<file path="config.mk">
export PLATFORM = sky130hd
export DESIGN_NAME = contactor_sequencer
export DESIGN_NICKNAME = d
export VERILOG_FILES = /design/src/rtl/spi_pkg.sv /design/src/rtl/contactor_rr_picker.sv /design/src/rtl/contactor_sequencer.sv
export SDC_FILE = /design/constraint.sdc
export NUM_CORES = 1
export LEC_CHECK = 0
export ABC_AREA = 1
export BUFFER_PORTS_ARGS = -buffer_cell sky130_fd_sc_hd__buf_2
export CORE_MARGIN = 1.5
export CORE_UTILIZATION = 57
export DETAILED_ROUTE_END_ITERATION = 16
export PLACE_DENSITY = 0.74
export SLEW_MARGIN = 20
export SYNTH_ARGS = -nofsm -noshare
export SYNTH_HDL_FRONTEND = slang
export SYNTH_HIERARCHICAL = 1
export SYNTH_SLANG_ARGS = --single-unit
</file>
<file path="constraint.sdc">
create_clock -name clk -period 10.6 [get_ports clk]
set_input_delay 0.53 -clock clk [delete_from_list [all_inputs] [get_ports clk]]
set_output_delay 0.53 -clock clk [all_outputs]
set_load 0.01 [all_outputs]
</file>
<file path="src/rtl/spi_pkg.sv">
// Shared types and constants for the contactor sequencer: FSM state encoding,
// feedback codes and the default contactor count.
package spi_pkg;

  typedef enum logic [2:0] {
    ST_IDLE  = 3'd0,
    ST_APPLY = 3'd1,
    ST_WAIT  = 3'd2,
    ST_GAP   = 3'd3,
    ST_FAULT = 3'd4
  } seq_state_t;

  localparam logic [1:0] FB_OPEN   = 2'b01;
  localparam logic [1:0] FB_CLOSED = 2'b10;

  localparam int N_CONTACTORS_DEFAULT = 21;

  // Index width is fixed by the 5-bit active_idx output, so up to 32 contactors.
  localparam int IDX_W = 5;

endpackage

</file>
<file path="src/rtl/contactor_rr_picker.sv">
// Combinational round-robin finder: lowest set bit of pending at or above ptr,
// wrapping from N-1 back to 0.
module contactor_rr_picker
  import spi_pkg::*;
#(
  parameter int N = N_CONTACTORS_DEFAULT
) (
  input  logic [N-1:0]     pending,
  input  logic [IDX_W-1:0] ptr,
  output logic [IDX_W-1:0] idx,
  output logic             found
);

  logic [IDX_W:0] w_cand;

  // Walk offsets 0..N-1 from ptr; the first hit wins, later hits are ignored.
  always_comb begin
    idx    = '0;
    found  = 1'b0;
    w_cand = '0;
    for (int k = 0; k < N; k++) begin
      w_cand = {1'b0, ptr} + (IDX_W+1)'(k);
      if (w_cand >= (IDX_W+1)'(N)) begin
        w_cand = w_cand - (IDX_W+1)'(N);
      end
      if (!found && pending[w_cand[IDX_W-1:0]]) begin
        found = 1'b1;
        idx   = w_cand[IDX_W-1:0];
      end
    end
  end

endmodule

</file>
<file path="src/rtl/contactor_sequencer.sv">
// Changes one contactor at a time toward spi_requests, waits for router feedback
// to confirm each change, and enforces an idle gap between successive changes.
module contactor_sequencer
  import spi_pkg::*;
#(
  parameter int N_CONTACTORS   = N_CONTACTORS_DEFAULT,
  parameter int TIMEOUT_CYCLES = 1000,
  parameter int GAP_CYCLES     = 16
) (
  input  logic                      clk,
  input  logic                      rst,
  input  logic [N_CONTACTORS-1:0]   spi_requests,
  input  logic [2*N_CONTACTORS-1:0] router_feedback,
  input  logic                      emergency_off,
  input  logic                      clear_errors,
  output logic [N_CONTACTORS-1:0]   contactor_cmd,
  output logic                      busy,
  output logic [4:0]                active_idx,
  output logic                      feedback_timeout_error,
  output logic                      invalid_feedback
);

  localparam int TW = $clog2(TIMEOUT_CYCLES);
  localparam int GW = $clog2(GAP_CYCLES + 1);

  seq_state_t              r_state;
  logic [N_CONTACTORS-1:0] r_cmd;
  logic [IDX_W-1:0]        r_ptr;
  logic [IDX_W-1:0]        r_active_idx;
  logic [TW-1:0]           r_timer;
  logic [GW-1:0]           r_gap;
  logic                    r_timeout_err;
  logic                    r_invalid_fb;

  logic [N_CONTACTORS-1:0] w_pending;
  logic [IDX_W-1:0]        w_pick_idx;
  logic                    w_found;
  logic [1:0]              w_fb;
  logic [1:0]              w_fb_expected;
  logic                    w_fb_invalid;
  logic                    w_fb_match;
  logic                    w_timer_done;
  logic                    w_gap_done;
  logic [IDX_W-1:0]        w_next_ptr;

  assign w_pending = spi_requests ^ r_cmd;

  contactor_rr_picker #(
    .N (N_CONTACTORS)
  ) u_picker (
    .pending (w_pending),
    .ptr     (r_ptr),
    .idx     (w_pick_idx),
    .found   (w_found)
  );

  assign w_fb          = router_feedback[{r_active_idx, 1'b0} +: 2];
  assign w_fb_expected = r_cmd[r_active_idx] ? FB_CLOSED : FB_OPEN;
  assign w_fb_invalid  = (w_fb == 2'b00) || (w_fb == 2'b11);
  assign w_fb_match    = (w_fb == w_fb_expected);
  assign w_timer_done  = (r_timer == TW'(TIMEOUT_CYCLES - 1));
  assign w_gap_done    = (r_gap == GW'(GAP_CYCLES - 1));
  assign w_next_ptr    = (r_active_idx == IDX_W'(N_CONTACTORS - 1)) ? '0 : r_active_idx + 1'b1;

  // Emergency-off overrides everything except FAULT, where the drive is already
  // zero and only an explicit clear may leave the state.
  always_ff @(posedge clk or posedge rst) begin
    if (rst) begin
      r_state       <= ST_IDLE;
      r_cmd         <= '0;
      r_ptr         <= '0;
      r_active_idx  <= '0;
      r_timer       <= '0;
      r_gap         <= '0;
      r_timeout_err <= 1'b0;
      r_invalid_fb  <= 1'b0;
    end else if (r_state != ST_FAULT && emergency_off) begin
      r_cmd   <= '0;
      r_state <= ST_IDLE;
    end else begin
      case (r_state)
        ST_IDLE: begin
          if (w_found) begin
            r_active_idx <= w_pick_idx;
            r_state      <= ST_APPLY;
          end
        end
        ST_APPLY: begin
          r_cmd[r_active_idx] <= ~r_cmd[r_active_idx];
          r_timer             <= '0;
          r_state             <= ST_WAIT;
        end
        ST_WAIT: begin
          if (w_fb_invalid) begin
            r_invalid_fb <= 1'b1;
            r_cmd        <= '0;
            r_state      <= ST_FAULT;
          end else if (w_fb_match) begin
            r_gap   <= '0;
            r_state <= ST_GAP;
          end else if (w_timer_done) begin
            r_timeout_err <= 1'b1;
            r_cmd         <= '0;
            r_state       <= ST_FAULT;
          end else begin
            r_timer <= r_timer + 1'b1;
          end
        end
        ST_GAP: begin
          if (w_gap_done) begin
            r_ptr   <= w_next_ptr;
            r_state <= ST_IDLE;
          end else begin
            r_gap <= r_gap + 1'b1;
          end
        end
        ST_FAULT: begin
          if (clear_errors && !emergency_off) begin
            r_timeout_err <= 1'b0;
            r_invalid_fb  <= 1'b0;
            r_state       <= ST_IDLE;
          end
        end
        default: r_state <= ST_IDLE;
      endcase
    end
  end

  assign contactor_cmd          = r_cmd;
  assign busy                   = (r_state != ST_IDLE);
  assign active_idx             = r_active_idx;
  assign feedback_timeout_error = r_timeout_err;
  assign invalid_feedback       = r_invalid_fb;

endmodule

</file>
==> results by group <==
Cells and area
  – Most common cell after layout, fill and taps aside: nand2_1
  – Fillers: 2,249
  – Share of layout cells above drive strength 1: 0.1166
  – Final cell count without fillers: 2,597
  – Area delta synth->final: 4.731%
  – Most frequent cells in the layout: 702 x nand2_1, 287 x nand3_1, 202 x inv_1, 195 x nor2_1, 148 x o21ai_0
  – Post-route cell area: 13,180 sq um
  – Final #Nets: 2,411

GRT
  – Remaining Overflow, GRT: 0
  – Global-route wire length before repair: 82,660 um
  – Vias in the first global route: 14,360
  – Largest net degree at the start of global routing: 52
  – Global-route met1 utilization: 0.5837
  – GR Layer Usage met3: 0.1183
  – Total GRT Usage: 0.4786
  – GR Util met2: 0.7107
  – GR peak layer: met2
  – Initial antenna violation count: 2

Timing
  – Setup ws final: approximately 3700 ps
  – Fmax: 144.4 MHz
  – Final hold violations: 0
  – Worst Skew: 9.924 ps
  – Rel. slew slack: 0.2262
  – Unrepaired setup endpoints after global routing: false
  – Max-slew violations: 0
  – Tmin final: about 6900 ps
  – Final period util: 0.6533
  – Worst slew pin tran: 1160 ps
  – Final-report setup violation count: 0
  – TNS Setup: 0 ps

Synth
  – Top FF cell, synth: dfrtp_1
  – Post-synth EDFFs: 0
  – Top cells by area, synth: nand2_1 21%, nand3_1 11%, dfrtp_1 10%
  – Ys async rst share: 1.000
  – Mean Syn Cell Area: roughly 5.5 sq um
  – Post-synth cell types: 72
  – Register bit total from synthesis: 51
  – Synthesized Nets: ~2,400
  – Synth warn: 6
  – Post-Synthesis Cell Area: around 13,000 sq um
  – Sequential share of the synthesized area: 0.1014
  – Cells after synthesis: 2,295
  – Cell taking the most area after synthesis: nand2_1
  – Area share of the largest cell type after synthesis: 0.2093

Setup path
  – CP Max Fanout: 43
  – Type of the worst setup path: reg2reg
  – R2r startpoint: r_ptr[0]$_DFFE_PP0P_
  – Internal reg-to-reg setup slack: 3680 ps
  – CP endpoint kind: flip-flop
  – Worst EP arrival: 7140 ps
  – Startpoint Class: flip-flop
  – WP data required: about 11,000 ps
  – Worst reg-to-reg path cell count: 26
  – Worst Setup SP: r_ptr[0]$_DFFE_PP0P_

Clock tree
  – Cts hold-fix bufs: 0
  – CTS sink count: between 50 and 60
  – Clk_lat worst skew: 310 ps
  – TritonCTS clock tree: done
  – CTS Buf Count: 5
  – Setup Buffers After CTS: 0
  – Worst-path clk slew: 80 ps
  – Max Buffers Root-to-Sink: 2
  – H-tree levels: 2
  – Root buf cell: clkbuf_16
  – Resize count post-CTS: 0

Worst hold path
  – Worst min path class: in2async

Floorplanning
  – Core area: 21,760 sq um
  – Placement Rows: between 50 and 60
  – DIE HEIGHT: between 150 and 200 um
  – # IOs: 96
  – Starting Density: 0.5786
  – Die area: 22,980 sq um
  – Die width: 151.6 um

Power and ir drop
  – Leakage: 6.764 nW
  – Power Density: 145.6 nW/um^2
  – Int Pwr: 716.0 uW
  – Switching power: ~1.2 mW
  – Clk pwr share: 0.092
  – Sequential share of power: 0.155
  – Worst vdd ir: slightly above 200 uV
  – Switching share of power: 0.6270
  – Gate power share: 0.753

Drt
  – DR DRC count: 0
  – DR iter-0 viols: 1,936
  – 1st-pass router iterations: 8
  – Post-route ant nets: 0
  – Routed WL: about 56,000 um
  – Via density: approximately 6.4
  – Wire per inst: 21.54 um
  – Vias: 16,500

Placed design
  – RD Place Congestion: 1.093
  – Setup WS pre-CTS: 4020 ps
  – Post-DP HPWL: 39,520 um
  – Number of I/O port buffers: 95
  – Dpl cells: 2,588
  – DP Area: around 13,000 sq um

Job
  – Max-cap violations: 0

Outcome
  – Outcome: complete, no violations
==> sequential cells by signal (all words and copies together), names as in the netlist <==
name,count
r_ptr,5
r_timer,10
feedback_timeout_error,1
invalid_feedback,1
contactor_cmd,21
r_state,3
active_idx,5
r_gap,5
==> per-layer routing <==
metal / share of wire / up-vias
met5: 0 / -
met4: 0.095 / 0
met3: 0.14 / 333
met2: 0.42 / 1183
met1: 0.35 / 7269
li1: - / 7710
==> cells in the mapped netlist (3+ instances only) <==
cell      count
nand2_1     702
nand3_1     287
inv_1       203
nor2_1      195
o21ai_0     149
a21oi_1      79
nand4_1      73
o211ai_1     72
xor2_1       56
dfrtp_1      51
o21ai_1      49
clkbuf_1     43
buf_2        35
nand2_2      32
ha_1         29
inv_2        28
buf_4        19
nor3_1       13
o21ai_2      13
nand3_2      12
buf_6        10
o221ai_1      9
o22ai_1       9
clkinv_1      8
xnor2_1       8
a31oi_1       7
nand3b_1      7
nor2_2        7
o31ai_1       7
o311ai_0      6
a211oi_1      5
nand2_4       4
nor2_4        4
o21a_1        4
xor2_2        4
a21oi_2       3
a21oi_4       3
buf_1         3
nor4_1        3
o21ai_4       3
or2_2         3
==> path summary, 6_finish.rpt <==
path,to
max,active_idx[2]$_DFFE_PP0P_
min,r_timer[4]$_DFFE_PP0P_
max reg2reg,active_idx[2]$_DFFE_PP0P_
min reg2reg,feedback_timeout_error$_DFFE_PP0P_
max in group asynchronous,contactor_cmd[6]$_DFFE_PP0P_
min in group clk,invalid_feedback$_DFFE_PP0P_
==> per-stage QoR <==
stage	utilization	hold slack, ps	power [mW]
after floorplan	-	453.0	1.225
after global placement	0.5986	467.4	1.637
final	0.6059	380.8	1.920
after CTS	0.6058	486.3	1.840
after detailed placement	0.5987	478.6	1.658
after global routing	0.6059	472.8	2.021
==> critical path, stage by stage, from the launching register on <==
cell and delay [ps]:
dfrtp_1 330, buf_4 490, inv_2 480, ha_1 1130, inv_2 400, nand2_1 210
nand2_1 220, inv_2 280, nand2_1 130, nand2_1 250, inv_2 120, nand3_1 100
nand3_1 70, nand3_1 90, nand2_1 80, a21oi_2 250, nand4_2 160, nor2_4 210
nand4_4 150, nor2_8 170, nand3_4 80, nor2_4 280, nand4_2 160, or3_1 410
nand4_1 290, nor2_1 70, a21oi_1 150
==> kinds of logic after synthesis <==
group                      Yosys count  synth area share
AOI/OAI and AO/OA                  434            0.2109
xor gates and xnor gates            70           0.05318
muxes                                3          0.002485
buffers and inverters              353            0.1232
and+or+nand+nor                   1355            0.4800
DFF                                 51            0.1014
adders and majority gates           29           0.02883
==> power by group through the flow <==
stage / Combinational, mW / Sequential (mW) / Clock, mW
final: 1.44 / 0.298 / 0.177
after global routing: 1.54 / 0.302 / 0.183
after CTS: 1.37 / 0.294 / 0.178
after detailed placement: 1.36 / 0.298 / 0
after global placement: 1.34 / 0.296 / 0
after floorplan: 0.929 / 0.296 / 0
==> cell type report <==
class | count | area (sq um) | area share
antenna | 1 | 2.502 | 0.0001898
timing repair buffer | 125 | 700.7 | 0.05315
tap | 280 | 350.3 | 0.02658
sequential | 51 | 1276 | 0.09681
clock buffer | 5 | 125.1 | 0.009491
multi-input combinational | 1891 | 9787 | 0.7424
clock inverter | 3 | 27.53 | 0.002088
inverter | 241 | 913.4 | 0.06929
Note: power is estimated with default switching activity, not from simulation.
